$ cat src/rtl/mem_arbiter.sv
// rtl/mem_arbiter.sv - round-robin byte-serial memory arbiter; optional UART write stall via MEMARB_IO_STALL_EN
module mem_arbiter #(
    parameter int NUM_CH = 2,
    parameter int ADDR_W = 32
) (
    input  logic                     clk_in,
    input  logic                     rst_in,
    input  logic                     rdy_in,
    input  logic                     flush_in,
    input  logic [NUM_CH-1:0]        req_valid,
    input  logic [NUM_CH-1:0]        req_wr,
    input  logic [2*NUM_CH-1:0]      req_size,
    input  logic [NUM_CH-1:0]        req_signed,
    input  logic [ADDR_W*NUM_CH-1:0] req_addr,
    input  logic [32*NUM_CH-1:0]     req_wdata,
    output logic [NUM_CH-1:0]        resp_ready,
    output logic [31:0]              resp_data,
    input  logic [7:0]               mem_din,
    output logic [7:0]               mem_dout,
    output logic [31:0]              mem_a,
    output logic                     mem_wr,
    input  logic                     io_buffer_full
);

    localparam int CH_W = (NUM_CH > 1) ? $clog2(NUM_CH) : 1;

    localparam logic [1:0] S_IDLE   = 2'd0;
    localparam logic [1:0] S_READ   = 2'd1;
    localparam logic [1:0] S_WRITE  = 2'd2;
    localparam logic [1:0] S_IOWAIT = 2'd3;

    logic [1:0]        state;
    logic [CH_W-1:0]   last_grant;
    logic [CH_W-1:0]   lat_ch;
    logic [ADDR_W-1:0] lat_addr;
    logic [2:0]        lat_n;
    logic              lat_signed;
    logic [31:0]       lat_wdata;
    logic [2:0]        cnt;
    logic              mem_wr_q;

    logic              grant_valid;
    logic [CH_W-1:0]   grant_ch;
    logic [ADDR_W-1:0] addr_arr [NUM_CH];
    logic [1:0]        size_arr [NUM_CH];
    logic [31:0]       wdata_arr [NUM_CH];
    logic [ADDR_W-1:0] g_addr;
    logic [ADDR_W-1:0] nxt_addr;
    logic [2:0]        cnt_nxt;
    logic [1:0]        cap_idx;
    logic [31:0]       read_word;
    logic              g_io_stall;
    logic              nxt_io_stall;
    logic              io_hold;

    function automatic logic [2:0] size_bytes(input logic [1:0] s);
        case (s)
            2'd0:    return 3'd1;
            2'd1:    return 3'd2;
            default: return 3'd4;
        endcase
    endfunction

    // Channel index off steps past base, wrapping at NUM_CH
    function automatic logic [CH_W-1:0] rr_idx(input logic [CH_W-1:0] base, input int off);
        return CH_W'((int'(base) + off) % NUM_CH);
    endfunction

    // Split the flat request buses into per-channel fields
    always_comb begin
        for (int i = 0; i < NUM_CH; i++) begin
            addr_arr[i]  = req_addr[i*ADDR_W +: ADDR_W];
            size_arr[i]  = req_size[i*2 +: 2];
            wdata_arr[i] = req_wdata[i*32 +: 32];
        end
    end

    // Round-robin search from last_grant+1; a channel completing this cycle is skipped
    always_comb begin
        grant_valid = 1'b0;
        grant_ch    = '0;
        for (int i = 1; i <= NUM_CH; i++) begin
            if (!grant_valid && req_valid[rr_idx(last_grant, i)] && !resp_ready[rr_idx(last_grant, i)]) begin
                grant_valid = 1'b1;
                grant_ch    = rr_idx(last_grant, i);
            end
        end
    end

    assign g_addr   = addr_arr[grant_ch];
    assign cnt_nxt  = cnt + 3'd1;
    assign nxt_addr = lat_addr + ADDR_W'(cnt_nxt);
    assign cap_idx  = 2'(cnt - 3'd1);

`ifdef MEMARB_IO_STALL_EN
    logic [31:0] g_a32;
    logic [31:0] nxt_a32;
    assign g_a32        = 32'(g_addr);
    assign nxt_a32      = 32'(nxt_addr);
    assign io_hold      = io_buffer_full;
    assign g_io_stall   = (g_a32[17:16] == 2'b11) && io_hold;
    assign nxt_io_stall = (nxt_a32[17:16] == 2'b11) && io_hold;
`else
    logic unused_io;
    assign unused_io    = io_buffer_full;
    assign io_hold      = 1'b0;
    assign g_io_stall   = 1'b0;
    assign nxt_io_stall = 1'b0;
`endif

    // Final read word: insert the byte arriving now, then sign- or zero-extend
    always_comb begin
        read_word = resp_data;
        read_word[{cap_idx, 3'b000} +: 8] = mem_din;
        if (lat_signed && lat_n == 3'd1) begin
            read_word[31:8] = {24{read_word[7]}};
        end else if (lat_signed && lat_n == 3'd2) begin
            read_word[31:16] = {16{read_word[15]}};
        end
    end

    // Write strobe is the only output not purely registered: freezing drops it at once
    assign mem_wr = mem_wr_q & rdy_in;

    // Arbitration and byte sequencing; everything holds while rdy_in is low
    always_ff @(posedge clk_in) begin
        if (rst_in) begin
            state      <= S_IDLE;
            last_grant <= CH_W'(NUM_CH - 1);
            lat_ch     <= '0;
            lat_addr   <= '0;
            lat_n      <= 3'd1;
            lat_signed <= 1'b0;
            lat_wdata  <= '0;
            cnt        <= '0;
            mem_a      <= '0;
            mem_dout   <= '0;
            mem_wr_q   <= 1'b0;
            resp_ready <= '0;
            resp_data  <= '0;
        end else if (rdy_in) begin
            resp_ready <= '0;
            case (state)
                S_IDLE: begin
                    mem_a    <= '0;
                    mem_dout <= '0;
                    mem_wr_q <= 1'b0;
                    if (grant_valid && !flush_in) begin
                        last_grant <= grant_ch;
                        lat_ch     <= grant_ch;
                        lat_addr   <= g_addr;
                        lat_n      <= size_bytes(size_arr[grant_ch]);
                        lat_signed <= req_signed[grant_ch];
                        lat_wdata  <= wdata_arr[grant_ch];
                        cnt        <= 3'd0;
                        mem_a      <= 32'(g_addr);
                        resp_data  <= '0;
                        if (req_wr[grant_ch]) begin
                            mem_dout <= wdata_arr[grant_ch][7:0];
                            if (g_io_stall) begin
                                state <= S_IOWAIT;
                            end else begin
                                state    <= S_WRITE;
                                mem_wr_q <= 1'b1;
                            end
                        end else begin
                            state <= S_READ;
                        end
                    end
                end
                S_READ: begin
                    if (flush_in) begin
                        state <= S_IDLE;
                        mem_a <= '0;
                    end else if (cnt == lat_n) begin
                        resp_data          <= read_word;
                        resp_ready[lat_ch] <= 1'b1;
                        state              <= S_IDLE;
                        mem_a              <= '0;
                    end else begin
                        if (cnt != 3'd0) begin
                            resp_data[{cap_idx, 3'b000} +: 8] <= mem_din;
                        end
                        cnt   <= cnt_nxt;
                        mem_a <= (cnt_nxt < lat_n) ? 32'(nxt_addr) : 32'd0;
                    end
                end
                S_WRITE: begin
                    if (cnt_nxt == lat_n) begin
                        resp_ready[lat_ch] <= 1'b1;
                        resp_data          <= '0;
                        state              <= S_IDLE;
                        mem_a              <= '0;
                        mem_dout           <= '0;
                        mem_wr_q           <= 1'b0;
                    end else begin
                        cnt      <= cnt_nxt;
                        mem_a    <= 32'(nxt_addr);
                        mem_dout <= lat_wdata[{cnt_nxt[1:0], 3'b000} +: 8];
                        if (nxt_io_stall) begin
                            state    <= S_IOWAIT;
                            mem_wr_q <= 1'b0;
                        end
                    end
                end
                S_IOWAIT: begin
                    if (!io_hold) begin
                        state    <= S_WRITE;
                        mem_wr_q <= 1'b1;
                    end
                end
                default: state <= S_IDLE;
            endcase
        end
    end

endmodule

$ cat config.mk
export PLATFORM = sky130hd
export DESIGN_NAME = mem_arbiter
export DESIGN_NICKNAME = d
export VERILOG_FILES = /design/src/rtl/mem_arbiter.sv
export SDC_FILE = /design/constraint.sdc
export NUM_CORES = 1
export LEC_CHECK = 0
export CAP_MARGIN = 20
export CORE_MARGIN = 2
export CORE_UTILIZATION = 35
export CTS_CLUSTER_SIZE = 10
export DETAILED_ROUTE_END_ITERATION = 8
export PLACE_DENSITY = 0.67
export RECOVER_POWER = 50
export SKIP_CTS_REPAIR_TIMING = 1
export SLEW_MARGIN = 10
export SYNTH_ARGS = -nofsm -noshare
export SYNTH_HDL_FRONTEND = slang
export SYNTH_SLANG_ARGS = --single-unit
$ cat constraint.sdc
create_clock -name clk_in -period 3.2 [get_ports clk_in]
set_clock_uncertainty 0.15 [all_clocks]
set_input_delay 0.48 -clock clk_in [delete_from_list [all_inputs] [get_ports clk_in]]
set_output_delay 0.48 -clock clk_in [all_outputs]
set_load 0.01 [all_outputs]
==> results.txt, run 1 <==
- Post-Place Setup Slack: 241 ps
* Worst EP arrival: 3100 ps
- Before antenna repair, the detailed router went through 7 iterations.
- Ratio of routed vias to standard cells: 5.35
- Setup violations remaining at the end of the flow were counted as 0.
- The tree is rooted in a sky130_fd_sc_hd__clkbuf_16.
- The largest single stage delay on the critical path is 400 ps.
- Crit Path Class: reg2reg
- Counting the buffers created by CTS gives 17.
- Adding up every negative setup slack in the final design gives 0 ps.
- Utilization after layout: 50.1%
* Static leakage power: 4.32 nW
* Number of nets in the final layout: 1260
- Cell area after technology mapping: 7780 sq um
* Complex-gate fraction of the synthesized area: 22.2%
* DRT iter0 DRCs: 558
- Clk sinks: 150
* Final std cell area, no fill: 10900 sq um
- The hold violation count in the final report is 0.
- Leading cell type in the layout, fill and taps excluded: sky130_fd_sc_hd__dfxtp_1
* Most frequent cell on the critical path: sky130_fd_sc_hd__buf_4
* Area share of the largest cell type after synthesis: 38.6%
- Traced cell by cell, the critical path runs through inv_1, ha_1, buf_4, buf_4, nor2b_1, a311o_1, a21oi_1, o32ai_2, a22o_1.
* Sequential-to-total area share from yosys stat: 38.6%
- Via count of the first global-routing pass: 7233
* Post-route minimum period: 2930 ps
* Number of placement rows: 54
- Number of antenna violations at the first check in global routing: 0
- After clock tree synthesis, the clock-pin slew on the worst setup and hold paths is 70 ps.
* Maximum number of pins on one net before global-route repair: 61
* Synthesized flop and latch total: 150
* Die extent in y: 153 um
- Across the run, the number of max-cap violations was 0.
- Compared with the post-synthesis result, the final layout area differs by 40.5%.
- Count of antenna diodes in the layout: 0
- Library cell occupying the most area in the post-synthesis netlist: sky130_fd_sc_hd__dfxtp_1
- The top cell types in the final layout, fill and taps aside, are 150 x sky130_fd_sc_hd__dfxtp_1, 149 x sky130_fd_sc_hd__clkdlybuf4s50_1, 92 x sky130_fd_sc_hd__nor2_1, 87 x sky130_fd_sc_hd__nand2_1, 74 x sky130_fd_sc_hd__dlygate4sd3_1.
- For this design, the slowest cell found on the critical path is sky130_fd_sc_hd__dfxtp_1.
* Routed vias: 7409
- The first global-routing pass estimated 38300 um of wire.
- Maximum vdd ir drop: 0.000323 V
- Placer congestion estimate: 0.843
- For the worst setup path, the data required time is 3370 ps.
- Measured against its own limit, the worst slew margin works out to 27.4%.
- Final HPWL from detailed placement: 16900 um
* FFs w/ async S/R, synth: 0%
- At the pin with the least slew margin, the transition time is 1090 ps.
* PnR worst setup slack: 273 ps
- The number of buffers and inverters on the critical path is 3.
* Fraction of layout instances using a drive strength above 1: 10.3%
- Crit share post-route: 91.5%
* Synth unique cells: 73
- Adder and majority gate portion of the synthesized area: 2.67%
- Maximum number of buffers from clock root to sink: 2
- Achievable Freq: 0.342 GHz
* Xor and xnor fraction of the mapped netlist area: 2.70%
* Kind of end point of the critical path: register
- The flow ran to the end, and the final reports show no timing, DRC or antenna violations.
- Congestion Overflow GR: 0
- The most used flip-flop cell after synthesis is sky130_fd_sc_hd__dfxtp_1.
* DP Area: 10400 sq um
- Post-Synthesis Net Count: 1049
* Number of top-level pins: 226
- Area share of and/or/nand/nor cells after synthesis: 18.4%
- Global routing consumed, over all layers together, 20.0% of the routing resources.
- Ranked by total cell area, the synthesized netlist is headed by sky130_fd_sc_hd__dfxtp_1 39%, sky130_fd_sc_hd__mux2i_1 5.0%, sky130_fd_sc_hd__a211oi_1 4.5%.
- Average footprint of a synthesized cell: 8.83 sq um
- The region available for standard cell placement spans 21800 sq um.
- The path class of the tightest hold or removal check is reg2reg.
* Depth of the CTS H-tree: 4
- Floorplan die width: 153 um
* Routed wire per std cell: 16.9 um
- Total power for the finished layout comes to 5.00 mW.
- Summed over all layers, the routed wires come to 23400 um.
- For this run, design rule violations remaining after detail routing come to 0.
- In this run the worst path has a maximum fanout of 10.
* Gate count of the mapped netlist: 882
- Largest family of logic cells by synthesized area: compound AO/OA/AOI/OAI gates
- Power spread over the standard cell area amounts to 457 nW/um^2.
- The worst setup path is launched from a register.
- After synthesis, the share of cell area in mux cells is 11.4%.
* Antenna Nets Post-Route: 0
- IO Port Bufs: 224
- TritonCTS built the clock tree.
- The layout has 2082 filler cells.
- Insertion delay of the later-clocked pin in the worst-skew pair: 430 ps
- During synthesis, Yosys emitted a total of 0 warnings.
* Max Transition Viols Final: 0
- Top delay family on crit path: compound AO/OA/AOI/OAI gates
- The die covers 23500 sq um.
- For this configuration, the core starts out at a cell density of 35.7%.
- In this run, synthesis inferred 0 flip-flops with an integrated enable.
* RSZ-0062 raised after global routing: no
final timing paths:
| check | startpoint | cells after the start | slack [ps] | end |
|---|---|---|---|---|
| max | cnt[1] | 9 | 270 | resp_data[29] |
| min reg2reg | lat_wdata[4] | 2 | 310 | lat_wdata[4] |
| min | lat_wdata[4] | 2 | 310 | lat_wdata[4] |
| max reg2reg | cnt[1] | 9 | 270 | resp_data[29] |
through the flow:
stage	hold WS, ps	std cells
CTS	309	1386
detailed placement	300	1354
floorplan	283	882
global route	339	1386
finish	306	1386
global placement	289	1354
state kept, by name (all words and copies together), names as in the netlist:
| signal | count |
|---|---|
| cnt | 3 |
| last_grant | 1 |
| lat_addr | 32 |
| lat_ch | 1 |
| lat_n | 3 |
| lat_signed | 1 |
| lat_wdata | 32 |
| mem_a | 32 |
| mem_dout | 8 |
| mem_wr_q | 1 |
| resp_data | 32 |
| resp_ready | 2 |
| state | 2 |
cell type report:
type                       instances  area (sq um)  share of cell area [%]
multi-input combinational        655          4480                    41.0
sequential                       150          3000                    27.4
timing repair buffer             253          2450                    22.4
clock buffer                      17           425                    3.89
tap                              280           350                    3.20
clock inverter                    15           168                    1.53
inverter                          16          60.1                   0.549
Yosys cell counts (all sizes together), types with 15 or more instances:
cell,instances
a211oi,48
a21oi,44
a221oi,18
a22o,31
buf,17
clkbuf,44
dfxtp,150
ha,15
inv,15
mux2,28
mux2i,39
nand2,88
nand3,22
nor2,93
nor3,30
o21ai,47
per-layer routing:
metal | vias to the layer above | GRT usage, % | wire [um]
met5 | - | 0 | 0
met4 | 0 | 5.95 | 316
met3 | 21 | 3.40 | 1340
met2 | 244 | 32.2 | 11000
met1 | 3451 | 27.7 | 10700
li1 | 3693 | - | -
cell families (layout without fill, tap and decap cells):
group / count (synthesis) / count (layout)
AO/OA/AOI/OAI: 239 / 239
flip-flops: 150 / 150
XOR/XNOR: 24 / 24
AND/OR/NAND/NOR: 301 / 301
buffers and inverters: 77 / 301
multiplexers: 75 / 75
adder cells (fa/ha/maj): 16 / 16
worst register-to-register path: stages (launching register included):
cell and delay (ps):
sky130_fd_sc_hd__dfxtp_1 400, sky130_fd_sc_hd__inv_1 100, sky130_fd_sc_hd__ha_1 320, sky130_fd_sc_hd__buf_4 180, sky130_fd_sc_hd__buf_4 200, sky130_fd_sc_hd__nor2b_1 170
sky130_fd_sc_hd__a311o_1 350, sky130_fd_sc_hd__a21oi_1 390, sky130_fd_sc_hd__o32ai_2 250, sky130_fd_sc_hd__a22o_1 300
report_power, final:
group | switching (mW) | leakage [nW] | total [mW] | internal (mW)
logic | 0.454 | 2.82 | 0.915 | 0.461
clock network | 0.866 | 0.279 | 2.03 | 1.17
registers | 0.0784 | 1.22 | 2.05 | 1.97
No activity file was read; power rests on OpenSTA's default activity.
==> inputs of run 2 (changes only) <==
--- a/config.mk
+++ b/config.mk
@@ -6,6 +6,7 @@
 export NUM_CORES = 1
 export LEC_CHECK = 0
 export CAP_MARGIN = 20
+export CORE_ASPECT_RATIO = 0.6
 export CORE_MARGIN = 2
 export CORE_UTILIZATION = 35
 export CTS_CLUSTER_SIZE = 10
==> run 2 against run 1 <==
Via count grew 1.1%. Largest power group unchanged. Critical path type is now in2reg. First-iteration DRC count increased by 10%. Utilization about the same. Routed wire length rose by 8.8%. Die area increased by 0.17%.
==> results.txt, run 2 (synthesis gave the netlist of run 1 again) <==
- Top delay family on crit path: simple AND/OR/NAND/NOR gates
- Worst endpoint required time: 3350 ps
- The analysis attributes to cell leakage a power of 4.32 nW.
- Dividing total power by cell area gives a power density of 456 nW/um^2.
* Number of antenna violations at the first check in global routing: 0
- Clk sinks: 150
- Congestion Overflow GR: 0
- In the routed layout, each cell is associated on average with a via count of 5.38.
- Placer congestion estimate: 0.895
* Number of nets in the final layout: 1263
- Fraction of layout instances using a drive strength above 1: 9.75%
- For this design the top-level I/O count stands at 226.
* Number of failing setup endpoints in the final timing report: 0
- The critical path in this run is classified as in2reg.
- Clock-pin slew was measured on the worst setup and hold paths at 70 ps.
- Die extent in y: 120 um
* Starting utilization of the core area: 35.5%
- IO Port Bufs: 224
- The first global-routing pass estimated 39200 um of wire.
* Routed wire per std cell: 18.3 um
- The floorplan step defined a die boundary enclosing 23500 sq um.
* Total Wirelength: 25400 um
- Hold WC Path Type: in2reg
* CTS root buf: sky130_fd_sc_hd__clkbuf_16
* TritonRoute pass-1 iters: 5
- Maximum number of buffers from clock root to sink: 2
- In this run the standard cell core region covers 21900 sq um.
- Leaving out fill and tap cells, the most frequent cell in the layout is sky130_fd_sc_hd__dfxtp_1.
- Worst path slowest cell: sky130_fd_sc_hd__nand2_1
* Maximum number of pins on one net before global-route repair: 100
- Utilization after layout: 50.1%
- Slowest Stage Delay on Critical Path: 810 ps
- Critical path startpoint category: input pin
- Final cell count without fillers: 1394
* TNS Setup: 0 ps
* Worst EP arrival: 3210 ps
* Synth-to-layout area growth: 41.1%
- Max-cap violations in this run came to 0.
* Post-route DRC: 0
* Depth of the CTS H-tree: 4
- Critical Path, Cell by Cell: dlygate4sd3_1, nor2b_1, nand2_1, buf_4, mux2_2, a221oi_1, nor3_1
- Insertion delay of the later-clocked pin in the worst-skew pair: 430 ps
- The floorplan has 42 rows.
- Final HPWL from detailed placement: 18900 um
- Max Transition Viols Final: 0
- Headroom to the max-slew limit came out at 25.6%.
- In the finished design, the share of the clock period the worst path needs comes to 95.7%.
- The hold violation count in the final report is 0.
* Total buffers and inverters traversed by the critical path: 2
* RSZ-0062 raised after global routing: no
* Routed vias: 7493
- TritonCTS clock tree: built
* Kind of end point of the critical path: register
- Placed insts: 1363
- Largest fanout on the critical path: 18
- Post-route minimum period: 3060 ps
- The detailed router finished its first iteration with 614 violations.
- The repair_antennas step left the layout with diodes totalling 0.
- In this run, CTS created clock tree buffers numbering 17.
- The run finished with clean final reports.
* Antenna Nets Post-Route: 0
* Top library cells by usage in the layout, fill and taps aside: 149 x sky130_fd_sc_hd__dfxtp_1, 148 x sky130_fd_sc_hd__clkdlybuf4s50_1, 92 x sky130_fd_sc_hd__nor2_1, 88 x sky130_fd_sc_hd__nand2_1, 75 x sky130_fd_sc_hd__dlygate4sd3_1
* Least-Margin Pin Slew: 1110 ps
- IR analysis of the VDD net gives a maximum drop of 0.000336 V.
* Overall track demand over capacity in global routing: 21.5%
* Via count of the first global-routing pass: 6981
* Achievable Freq: 0.327 GHz
- The die is 197 um wide.
==> run 2: worst paths after layout <==
check / startpoint / endpoint / slack (ps) / cells after the start
worst min register to register: lat_wdata[0] / lat_wdata[0] / 310 / 2
worst max-delay path: req_valid[1] / mem_a[6] / 140 / 7
worst max register to register: cnt[1] / state[0] / 250 / 9
worst min-delay path: rst_in / lat_addr[15] / 280 / 2
==> run 2: area by class of cell <==
type | instances | area, sq um
tap | 286 | 358
inverter | 16 | 60.1
multi-input combinational | 655 | 4490
clock buffer | 19 | 443
sequential | 150 | 3000
timing repair buffer | 256 | 2490
clock inverter | 12 | 141
fill | 2071 | 10900
==> run 2: power by group <==
group | switching [mW] | total [mW] | internal (mW)
logic | 0.479 | 0.944 | 0.464
registers | 0.0804 | 2.05 | 1.97
clock network | 0.838 | 2.02 | 1.18
total | 1.40 | 5.01 | 3.61
==> run 2: through the flow <==
stage          total power [mW]  setup WS [ps]  area (sq um)  hold slack [ps]
2_1_floorplan              2.59            433          7780              283
3_5_place_dp               3.05            221         10400              300
6_report                   5.01            138         11000              279
4_1_cts                    5.08            178         11000              265
5_1_grt                    5.24           53.8         11000              289
3_3_place_gp               3.04            268         10400              291
==> run 2: worst register-to-register path: cells and delay by family, from the launching register on <==
| kind | cells | cell delay, ps |
|---|---|---|
| and+or+nand+nor | 3 | 510 |
| AOI/OAI and AO/OA | 1 | 440 |
| DFF | 1 | 400 |
| buffers and inverters | 2 | 300 |
| adders and majority gates | 2 | 760 |
| muxes | 1 | 330 |
==> run 2: per-layer routing <==
metal	GRT usage (%)	vias up	share of wire, %
li1	-	3689	-
met1	32.5	3474	50
met2	30.0	309	41
met3	5.76	21	8.2
met4	5.35	0	1.3
met5	0	-	0
==> inputs of run 3 (changes only) <==
--- a/config.mk
+++ b/config.mk
@@ -14,7 +14,6 @@
 export PLACE_DENSITY = 0.67
 export RECOVER_POWER = 50
 export SKIP_CTS_REPAIR_TIMING = 1
-export SLEW_MARGIN = 10
 export SYNTH_ARGS = -nofsm -noshare
 export SYNTH_HDL_FRONTEND = slang
 export SYNTH_SLANG_ARGS = --single-unit
==> results of run 3 <==
No change in the layout: final DEF, timing and power equal those of run 2.
